## config.mk

```make
export PLATFORM = sky130hd
export DESIGN_NAME = seqdet_param_flat
export DESIGN_NICKNAME = d
export VERILOG_FILES = /design/src/rtl/seqdet_pkg.sv /design/src/rtl/seqdet_if.sv /design/src/rtl/seqdet_match.sv /design/src/rtl/seqdet_param.sv /design/src/flat_wrapper.sv
export SDC_FILE = /design/constraint.sdc
export NUM_CORES = 1
export LEC_CHECK = 0
export CAP_MARGIN = 10
export CORE_ASPECT_RATIO = 1.2
export CORE_MARGIN = 2
export CORE_UTILIZATION = 55
export DETAILED_ROUTE_END_ITERATION = 8
export DONT_BUFFER_PORTS = 1
export PLACE_DENSITY = 0.69
export SLEW_MARGIN = 15
export SYNTH_ARGS = -nofsm -noshare
export SYNTH_HDL_FRONTEND = slang
export SYNTH_SLANG_ARGS = --single-unit
```

## constraint.sdc

```tcl
create_clock -name clk -period 4.4 [get_ports clk]
set_input_delay 0.44 -clock clk [delete_from_list [all_inputs] [get_ports clk]]
set_output_delay 0.44 -clock clk [all_outputs]
set_load 0.005 [all_outputs]
```

## src/rtl/seqdet_pkg.sv

```systemverilog
// Shared constants and helpers for the parametrised sequence detector.
// Reset configuration reproduces the original fixed "101" overlapping detector.
package seqdet_pkg;

    localparam logic [2:0] DEF_PAT  = 3'b101;
    localparam int         DEF_LEN  = 3;
    localparam logic       DEF_OVL  = 1'b1;
    localparam int         MASK_MAX = 256;

    // Callers size-cast the result down to their own pattern width.
    function automatic logic [MASK_MAX-1:0] lenMask(input int unsigned len);
        logic [MASK_MAX-1:0] m;
        m = '0;
        for (int unsigned i = 0; i < MASK_MAX; i++) begin
            m[i] = (i < len);
        end
        return m;
    endfunction

endpackage

```

## src/rtl/seqdet_if.sv

```systemverilog
// Stream, configuration and result signals of the sequence detector.
// The master side drives samples and config; the slave side is the detector.
interface seqdet_if #(
    parameter int N     = 8,
    parameter int CNT_W = 8,
    parameter int LEN_W = $clog2(N + 1)
) ();

    logic             x;
    logic             valid;
    logic             pat_load;
    logic [N-1:0]     pat_in;
    logic [LEN_W-1:0] len_in;
    logic             ovl_in;
    logic             cnt_clr;
    logic             y;
    logic [CNT_W-1:0] match_cnt;

    modport master (
        output x, valid, pat_load, pat_in, len_in, ovl_in, cnt_clr,
        input  y, match_cnt
    );

    modport slave (
        input  x, valid, pat_load, pat_in, len_in, ovl_in, cnt_clr,
        output y, match_cnt
    );

endinterface

```

## src/rtl/seqdet_match.sv

```systemverilog
// Combinational masked compare of the sample window against the pattern.
// Only the low len bits count, and only once enough fresh samples exist.
module seqdet_match
    import seqdet_pkg::*;
#(
    parameter int N     = 8,
    parameter int LEN_W = $clog2(N + 1)
) (
    input  logic [N-1:0]     i_window,
    input  logic [N-1:0]     i_pat,
    input  logic [LEN_W-1:0] i_len,
    input  logic [LEN_W-1:0] i_fill,
    output logic             o_match
);

    logic [N-1:0] w_mask;
    logic         w_enough;

    assign w_mask   = N'(lenMask(32'(i_len)));
    // Extra bit so fill+1 cannot wrap when fill already sits at N.
    assign w_enough = ({1'b0, i_fill} + (LEN_W + 1)'(1)) >= {1'b0, i_len};
    assign o_match  = (i_len != '0) && w_enough &&
                      ((i_window & w_mask) == (i_pat & w_mask));

endmodule

```

## src/rtl/seqdet_param.sv

```systemverilog
// Parametrised serial sequence detector with runtime-loadable pattern,
// overlap/non-overlap modes, registered match pulse and saturating counter.
module seqdet_param
    import seqdet_pkg::*;
#(
    parameter int N     = 8,
    parameter int CNT_W = 8,
    parameter int LEN_W = $clog2(N + 1)
) (
    input  logic     clk,
    input  logic     rst,
    seqdet_if.slave  bus
);

    logic [N-1:0]     r_pat;
    logic [LEN_W-1:0] r_len;
    logic             r_ovl;
    logic [N-1:0]     r_hist;
    logic [LEN_W-1:0] r_fill;
    logic             r_y;
    logic [CNT_W-1:0] r_cnt;

    logic [N-1:0]     w_window;
    logic             w_match;
    logic             w_hit;
    logic [LEN_W-1:0] w_lenClamp;
    logic [LEN_W-1:0] w_fillNext;

    assign w_window   = {r_hist[N-2:0], bus.x};
    assign w_hit      = w_match & bus.valid & ~bus.pat_load;
    assign w_lenClamp = (bus.len_in > LEN_W'(N)) ? LEN_W'(N) : bus.len_in;

    seqdet_match #(
        .N     (N),
        .LEN_W (LEN_W)
    ) u_match (
        .i_window (w_window),
        .i_pat    (r_pat),
        .i_len    (r_len),
        .i_fill   (r_fill),
        .o_match  (w_match)
    );

    // A non-overlap match restarts the fresh-sample count from zero.
    always_comb begin
        w_fillNext = r_fill;
        if (w_hit && !r_ovl) begin
            w_fillNext = '0;
        end else if (r_fill != LEN_W'(N)) begin
            w_fillNext = r_fill + LEN_W'(1);
        end
    end

    always_ff @(posedge clk or negedge rst) begin
        if (!rst) begin
            r_pat  <= N'(DEF_PAT);
            r_len  <= LEN_W'(DEF_LEN);
            r_ovl  <= DEF_OVL;
            r_hist <= '0;
            r_fill <= '0;
            r_y    <= 1'b0;
        end else if (bus.pat_load) begin
            r_pat  <= bus.pat_in;
            r_len  <= w_lenClamp;
            r_ovl  <= bus.ovl_in;
            r_hist <= '0;
            r_fill <= '0;
            r_y    <= 1'b0;
        end else if (bus.valid) begin
            r_hist <= w_window;
            r_fill <= w_fillNext;
            r_y    <= w_hit;
        end else begin
            r_y    <= 1'b0;
        end
    end

    always_ff @(posedge clk or negedge rst) begin
        if (!rst) begin
            r_cnt <= '0;
        end else if (bus.cnt_clr) begin
            r_cnt <= w_hit ? CNT_W'(1) : '0;
        end else if (w_hit && (r_cnt != '1)) begin
            r_cnt <= r_cnt + CNT_W'(1);
        end
    end

    assign bus.y         = r_y;
    assign bus.match_cnt = r_cnt;

endmodule

```

## src/flat_wrapper.sv

```systemverilog
// flat-port wrapper written by rule: the top's interface ports become plain ports
module seqdet_param_flat import seqdet_pkg::*;
#(
    parameter int N     = 8,
    parameter int CNT_W = 8,
    parameter int LEN_W = $clog2(N + 1)
)
  (clk, rst, bus_x, bus_valid, bus_pat_load, bus_pat_in, bus_len_in, bus_ovl_in, bus_cnt_clr, bus_y, bus_match_cnt);
  seqdet_if #(.N(N), .CNT_W(CNT_W), .LEN_W(LEN_W)) bus_i ();
  input  logic clk;
  input  logic rst;
  input wire logic [$bits(bus_i.x)-1:0] bus_x;
  input wire logic [$bits(bus_i.valid)-1:0] bus_valid;
  input wire logic [$bits(bus_i.pat_load)-1:0] bus_pat_load;
  input wire logic [$bits(bus_i.pat_in)-1:0] bus_pat_in;
  input wire logic [$bits(bus_i.len_in)-1:0] bus_len_in;
  input wire logic [$bits(bus_i.ovl_in)-1:0] bus_ovl_in;
  input wire logic [$bits(bus_i.cnt_clr)-1:0] bus_cnt_clr;
  output wire logic [$bits(bus_i.y)-1:0] bus_y;
  output wire logic [$bits(bus_i.match_cnt)-1:0] bus_match_cnt;
  assign bus_i.x = bus_x;
  assign bus_i.valid = bus_valid;
  assign bus_i.pat_load = bus_pat_load;
  assign bus_i.pat_in = bus_pat_in;
  assign bus_i.len_in = bus_len_in;
  assign bus_i.ovl_in = bus_ovl_in;
  assign bus_i.cnt_clr = bus_cnt_clr;
  assign bus_y = bus_i.y;
  assign bus_match_cnt = bus_i.match_cnt;
  seqdet_param #(.N(N), .CNT_W(CNT_W), .LEN_W(LEN_W)) u_core (.clk(clk), .rst(rst), .bus(bus_i));
endmodule
```

## After elaboration in Yosys (flattened, before gate mapping)

Cells that the tools add are included.

- Output and inout bits: 9
- Register bits after elaboration: 33
- Logic and storage cells: 50
- Input port bits: 19

- Order comparisons: 10
- Bitwise operators: 5
- Add/sub/neg operators: 3
- Mux-type cells: 12
- Eq/ne operators: 3
- Reduce and logical (&&, ||, !) cells: 10

Operators with widths:

| kind | count |
|---|---|
| $mux W4 | 5 |
| $and A8 B8 Y8 | 2 |
| $lt A3 B4 Y1 const A | 4 |
| $mux W8 | 2 |
| $mux W7 | 2 |
| $add A8 B1 Y8 const B | 1 |
| $eq A8 B8 Y1 | 1 |
| $lt A1 B4 Y1 const A | 2 |
| $lt A2 B4 Y1 const A | 2 |
| $ne A8 B8 Y1 const B | 1 |
| $add A4 B1 Y5 const B | 1 |
| $ge A5 B4 Y1 | 1 |
| $add A4 B1 Y4 const B | 1 |
| $gt A4 B4 Y1 const B | 1 |
| $logic_and A1 B1 Y1 | 4 |
| $ne A4 B4 Y1 const B | 1 |
| $reduce_bool A2 Y1 | 2 |
| $reduce_bool A4 Y1 | 1 |
| $mux W1 | 3 |
| $reduce_bool A3 Y1 | 1 |
| $and A1 B1 Y1 | 2 |
| $reduce_and A2 Y1 | 1 |
| $logic_not A1 Y1 | 1 |
| $not A1 Y1 | 1 |

## Depth between registers and ports, before layout

Gate-level depths: netlist of the first run.

- Word-level depth: 10
- Gate-level depth with buffers: 9
- Gate-level depth less buffers: 8

## By module

A second synthesis of the first run with hierarchy kept.

- Cells, all modules: 170
- Area total of the unflattened synthesis: 1790.5 µm²

Modules (own cells, without submodules):

| module | instances | area each (µm²) | sequential area each (µm²) | cells each |
|---|---|---|---|---|
| seqdet_param | 1 | 1501.4 | 832.0 | 134 |
| seqdet_match | 1 | 289.0 | 0.0 | 36 |

## Worst setup path after synthesis of the first run

OpenSTA, ideal clock, no wires.

- Path type: reg2reg
- Start: reg u_core.r_fill[0]
- End: reg u_core.r_cnt[4] (netlist: u_core.bus.match_cnt[4])
- Library setup time: 0.125 ns
- Cell stages (with the launch flop): 10
- Path slack: 2.156 ns
- Data arrival time: 2.119 ns
- Path through: dfrtp_1 ha_1 xor2_1 ha_1 o21ai_0 o21ai_0 nand3_1 clkbuf_1 nor3_1 mux2_2

- Cells in the longest elaborated chain, start to end: 8

Ends and longest elaborated chain:

| element | RTL line | text |
|---|---|---|
| start: declaration | seqdet_param.sv:19 | `logic [LEN_W-1:0] r_fill;` |
| start signal: assignment | seqdet_param.sv:71 | `r_fill <= w_fillNext;` |
| $add A4 B1 Y5 | seqdet_match.sv:21 | `assign w_enough = ({1'b0, i_fill} + (LEN_W + 1)'(1)) >= {1'b0, i_len};` |
| $ge A5 B4 Y1 | seqdet_match.sv:21 |  |
| $logic_and A1 B1 Y1 (2 in a row) | seqdet_match.sv:22 | `assign o_match = (i_len != '0) && w_enough &&` |
| $and A1 B1 Y1 (2 in a row) | seqdet_param.sv:30 | `assign w_hit = w_match & bus.valid & ~bus.pat_load;` |
| $logic_and A1 B1 Y1 | seqdet_param.sv:83 | `end else if (w_hit && (r_cnt != '1)) begin` |
| $reduce_bool A2 Y1 (no source line) | n/a |  |
| end signal: assignment | seqdet_param.sv:82 | `r_cnt <= w_hit ? CNT_W'(1) : '0;` |
| end signal: assignment | seqdet_param.sv:84 | `r_cnt <= r_cnt + CNT_W'(1);` |
| end: declaration | seqdet_param.sv:21 | `logic [CNT_W-1:0] r_cnt;` |

No other way between the ends.
A chain may end at the register's enable or synchronous reset.

## Final worst setup path of the first run

- Start: reg u_core.r_pat[2]
- End: reg u_core.r_cnt[7] (netlist: u_core.bus.match_cnt[7])

- Cells in the longest elaborated chain, start to end: 7

Ends and longest elaborated chain:

| element | RTL line | text |
|---|---|---|
| start: declaration | seqdet_param.sv:15 | `logic [N-1:0] r_pat;` |
| start signal: assignment | seqdet_param.sv:56 | `r_pat <= N'(DEF_PAT);` |
| start signal: assignment | seqdet_param.sv:63 | `r_pat <= bus.pat_in;` |
| $and A8 B8 Y8 | seqdet_match.sv:23 | `((i_window & w_mask) == (i_pat & w_mask));` |
| $eq A8 B8 Y1 | seqdet_match.sv:23 |  |
| $logic_and A1 B1 Y1 | seqdet_match.sv:22 |  |
| $and A1 B1 Y1 (2 in a row) | seqdet_param.sv:30 |  |
| $logic_and A1 B1 Y1 | seqdet_param.sv:83 |  |
| $reduce_bool A2 Y1 (no source line) | n/a |  |

No other way between the ends.

==> results.cfg, run 1 <==
[placement]
post_dp_cell_area_mm2 = 0.001803
dp_slack_ns = 1.765
dp.cells = 207
portBuffers = 0
hpwl_mm = 2.502
finalWeightedCongestion = 0.8217

[logic_synthesis]
synth_seq_area_share_pct = 46.44
synthFlopType = dfrtp_1
synth.distinct_cells = 37
synth_edf_count = 0
synthCells = 179
syn_nets = 205
synthArstFlopShare_pct = 100.0
yosysWarnings = 0
synth-seq-cells = 33
synth_area_mm2 = 0.001792
avgSynthCellArea_um2 = 10.01

[routing]
dr.pass1.iters = 4
wire_per_inst_um = 15.59
drc_errors = 0
drt-initial-drc-count = 49
vias = 1308
viasPerCell = 6.028
wirelength_mm = 3.382
antenna_left = 0

[worst_setup_path]
cpPeakStageDelay_ns = 0.72
end_kind = flop
cp_slowest_cell = or4_1
critPathTopFamily = simple AND/OR/NAND/NOR gates
critPathArrivalTime_ns = 2.90
crit_path_start_kind = flop
reg2reg_slack_ns = 1.76
reg2regPathDepth = 6
path_cells = xnor2_1 > a31oi_1 > a2111oi_2 > nand4_1 > or4_1 > a21oi_1
path_buf_inv = 0
cp.required_ns = 4.66
reg2reg_to = u_core.bus.match_cnt[7]
worst-path-max-fanout = 20
r2r_start = u_core.r_pat[2]
crit_type = reg -> reg

[floorplanning]
die_area_mm2 = 0.003732
start_util_pct = 58.12
die_w_um = 56.11
die_h_um = 66.53
core_mm2 = 0.003083
ios = 28
num_rows = 22

[grt]
grt_first_pass_wirelength_mm = 6.230
grt_use_met3_pct = 6.796
grtUsageMet1_pct = 24.40
grt_pass1_vias = 1386
track_usage_pct = 21.59
grt_use_met2_pct = 37.50
grt_start_max_net_pins = 34
antenna_found_initial = 0
top_usage_layer = met2
grt_overflow = 0

[clocking]
numCtsBuffers = 5
cts_tree = yes
clk_path_buf_depth = 2
clkTransAtPathRegs_ns = 0.10
htreeDepth = 2
clock_latency_ns = 0.33
cts.sinks = 33
cts_root_buf = clkbuf_4

[sta]
whs_ns = 0.1546
fmax_mhz = 379.1
worst_slack_ns = 1.762
slew_headroom_pct = 52.69
period_share_pct = 59.95
fin_skew_ns = 0.01064
rsz0062_at_grt = no
setup_viol = 0
hold_viol = 0
drv_slew = 0
tns_ns = 0
min_period_ns = 2.638
worst_pin_slew_ns = 0.7001

[min_path]
worstHoldStart = bus_cnt_clr
min_path_cells = 1
min_path_type = in -> reg
hold_path_end = u_core.bus.match_cnt[5]

[final_layout]
final_util_pct = 62.22
regArea_um2 = 832.0
design_area_mm2 = 0.001918
syn2layout_area_growth_pct = 7.053
nets = 206
multi_input_area_um2 = 888.4
layout-drive-gt1-share_pct = 15.47
n_fill_cell = 263
final_common_cell = dfrtp_1
diodes = 0
fin_cells = 217
layout_common_cells = dfrtp_1 (28), o21ai_0 (15), nor2_1 (14)

[power]
powerDensity_mw_per_mm2 = 334.0
p_total_mw = 0.6407
irDropWorstVdd_uv = 236.6
cellLeakagePower_nw = 0.8249

[status]
status = complete, no violations

[run]
maxCapViolations = 0
==> how the worst max path moves through the flow <==
stage | from | cells after the start | endpoint | slack [ns]
detailed placement | u_core.r_pat[2] | 6 | u_core.bus.match_cnt[7] | 1.76
global placement | u_core.r_pat[2] | 6 | u_core.bus.match_cnt[6] | 1.89
global route | u_core.r_pat[2] | 6 | u_core.r_fill[1] | 1.51
floorplan | u_core.r_fill[0] | 9 | u_core.bus.match_cnt[4] | 2.16
CTS | u_core.r_pat[2] | 6 | u_core.bus.match_cnt[7] | 1.73
finish | u_core.r_pat[2] | 6 | u_core.bus.match_cnt[7] | 1.76
==> where the power goes <==
group | internal, mW | switching [mW] | leakage [nW]
Combinational | 0.0324 | 0.0398 | 0.355
Clock | 0.136 | 0.0973 | 0.0455
Sequential | 0.321 | 0.0146 | 0.425
==> synthesized netlist by cell type (all sizes together) (2+ instances only) <==
master	n	share of area, %
a21oi	6	1.7
a31oi	2	0.70
and3	2	0.70
buf	7	1.7
dfrtp	28	39
dfstp	5	7.3
ha	7	4.9
inv	10	2.1
mux2	11	6.9
mux2i	7	3.9
nand2	10	2.1
nand2b	3	1.5
nand3	5	1.4
nand4	3	1.0
nor2	14	2.9
nor2b	3	1.0
nor3	8	2.2
nor4	2	0.70
o21ai	15	4.2
o31ai	5	2.1
or3	3	1.0
or4	3	1.3
xnor2	4	2.0
xor2	6	2.9
==> final cells by class <==
cell class	count	share of cell area [%]
sequential	33	43.38
timing repair buffer	2	1.566
clock inverter	1	1.566
clock buffer	7	2.870
multi-input combinational	128	46.31
tap	36	2.348
inverter	10	1.957
==> registers in the layout, summed over array words and instances, names as in the netlist <==
name                  cells
u_core.bus.match_cnt      8
u_core.r_pat              8
u_core.r_hist             7
u_core.r_fill             4
u_core.r_len              4
u_core.bus.y              1
u_core.r_ovl              1
==> timing repair <==
| item | in CTS | in global routing |
|---|---|---|
| hold buffers | 2 | 0 |
| gates resized for setup | 0 | 0 |
| setup buffers | 0 | 0 |
| hold endpoints to repair | 33 | 0 |
==> cell families after synthesis <==
| family | share of synthesized area [%] |
|---|---|
| mux | 10.82 |
| fa+ha+maj | 4.888 |
| xor+xnor | 4.888 |
| compound gates | 12.15 |
| buf+inv | 3.980 |
| flops | 46.44 |
| simple gates | 16.83 |
==> layer usage <==
metal	up-vias	routed length, um
li1	639	-
met1	625	1434
met4	0	61
met5	-	0
met2	36	1706
met3	8	180
==> worst register-to-register path, stage by stage, from the launching register on <==
cell and delay (ns):
dfstp_2 0.55, xnor2_1 0.12, a31oi_1 0.07, a2111oi_2 0.32, nand4_1 0.62, or4_1 0.72, a21oi_1 0.17
(Power assumes the default switching activity.)
==> run 2: changes to the inputs <==
- PLACE_DENSITY: 0.69 -> 0.72
- clock period: 4.4 -> 2.3 ns (I/O delays scaled with it)
==> results.cfg, run 2 (synthesis gave the netlist of run 1 again) <==
[floorplanning]
die_h_um = 66.53
die_w_um = 56.11
core_mm2 = 0.003083
num_rows = 22
start_util_pct = 58.12
ios = 28
die_area_mm2 = 0.003732

[worst_setup_path]
crit_top_cell = o21ai_2
crit_path_start_kind = flop
cpPeakStageDelay_ns = 0.47
reg2regPathDepth = 9
reg2reg_slack_ns = 0.08
end_kind = flop
critPathArrivalTime_ns = 2.49
path_cells = ha_4 > xor2_2 > ha_2 > o21ai_2 > o21ai_2 > nand3_2 > buf_6 > or4_4 > a21oi_2
cp_slowest_cell = or4_4
crit_type = reg -> reg
cp.required_ns = 2.57
worst-path-max-fanout = 5

[power]
cellLeakagePower_nw = 0.8783
irDropWorstVdd_uv = 511.0
powerDensity_mw_per_mm2 = 573.4

[final_layout]
layout-drive-gt1-share_pct = 26.15
diodes = 0
layout_common_cells = dfrtp_1 (25), nor2_1 (14), o21ai_0 (13)
nets = 220
final_util_pct = 67.05
syn2layout_area_growth_pct = 15.36
n_fill_cell = 248
design_area_mm2 = 0.002067
final_common_cell = dfrtp_1

[clocking]
clk_path_buf_depth = 2
htreeDepth = 2
numCtsBuffers = 5
clock_latency_ns = 0.34
clkTransAtPathRegs_ns = 0.10
cts_tree = yes
cts.sinks = 33
cts_root_buf = clkbuf_4

[routing]
vias = 1406
wirelength_mm = 3.771
drc_errors = 0
antenna_left = 0
viasPerCell = 6.087
wire_per_inst_um = 16.32
drt-initial-drc-count = 44
dr.pass1.iters = 4

[status]
status = complete, no violations

[grt]
grt_pass1_vias = 1353
antenna_found_initial = 0
track_usage_pct = 21.40
grt_first_pass_wirelength_mm = 6.009
grt_start_max_net_pins = 34
grt_overflow = 0

[placement]
finalWeightedCongestion = 0.8429
dp_slack_ns = -0.03072
post_dp_cell_area_mm2 = 0.001863
portBuffers = 0
hpwl_mm = 2.510

[sta]
setup_viol = 0
fin_skew_ns = 0.01116
period_share_pct = 96.44
tns_ns = 0
fmax_mhz = 450.9
worst_slack_ns = 0.08199
min_period_ns = 2.218
worst_pin_slew_ns = 0.6192
slew_headroom_pct = 58.16
hold_viol = 0
drv_slew = 0

[min_path]
min_path_type = in -> reg
min_path_cells = 2

[run]
maxCapViolations = 0
## run 2: cell count changes in the layout (fill, tap and decap cells not counted), sizes merged
cell	before	now
buf	1	11
dlygate4sd3	1	5
bufinv	1	0
clkbuf	7	8
## run 2: worst paths after layout
kind / from / endpoint
setup / recovery: u_core.r_fill[1] / u_core.bus.match_cnt[7]
hold / removal: bus_len_in[1] / u_core.r_len[1]
setup reg to reg: u_core.r_fill[1] / u_core.bus.match_cnt[7]
hold reg to reg: u_core.r_pat[5] / u_core.r_pat[5]
max in group asynchronous: rst / u_core.r_pat[2]
min in group asynchronous: rst / u_core.r_pat[4]
## run 2: metal layers
| layer | part of all wire, % | vias to the layer above | global-route usage (%) |
|---|---|---|---|
| met1 | 44 | 690 | 25.41 |
| met4 | 2.5 | 0 | 8.929 |
| met3 | 4.1 | 10 | 6.214 |
| met5 | 0 | - | 0 |
| met2 | 49 | 29 | 36.32 |
| li1 | - | 677 | - |
## run 2: what timing repair did
action,in CTS,in global routing
buffers inserted,0,1
pin swaps,0,8
setup endpoints to repair,4,10
endpoints found under the hold margin,49,0
gates resized for setup,1,18
hold buffers,6,0
gates cloned,0,1
## run 2: final cells by class
class                      count  area, um^2  share of cell area [%]
inverter                      10       37.54                   1.816
timing repair buffer          16       146.4                   7.082
clock buffer                   8       58.81                   2.845
multi-input combinational    128       943.4                   45.64
tap                           36       45.04                   2.179
sequential                    33       835.8                   40.44
## run 2: through the flow
| stage | power [mW] | hold WS (ns) | instances |
|---|---|---|---|
| 2_1_floorplan | 0.7591 | -0.06559 | 179 |
| 3_3_place_gp | 0.7919 | -0.06464 | 215 |
| 6_report | 1.185 | 0.005369 | 231 |
| 5_1_grt | 1.243 | 0.001333 | 231 |
| 3_5_place_dp | 0.7993 | -0.06463 | 215 |
| 4_1_cts | 1.172 | 0.002347 | 229 |
## run 2: power by group
part           internal (mW)  total, mW  switching [mW]  leakage (nW)
registers              0.614      0.644          0.0293         0.420
logic                  0.100      0.195          0.0948         0.426
clock network          0.151      0.346           0.195        0.0326
## run 2: worst max-delay path: cells and delay by family, from the launching register on
family          cells  cell delay [ns]
buf+inv             1             0.14
simple gates        2             0.56
flops               1             0.46
xor+xnor            1             0.14
fa+ha+maj           2             0.51
compound gates      3             0.34
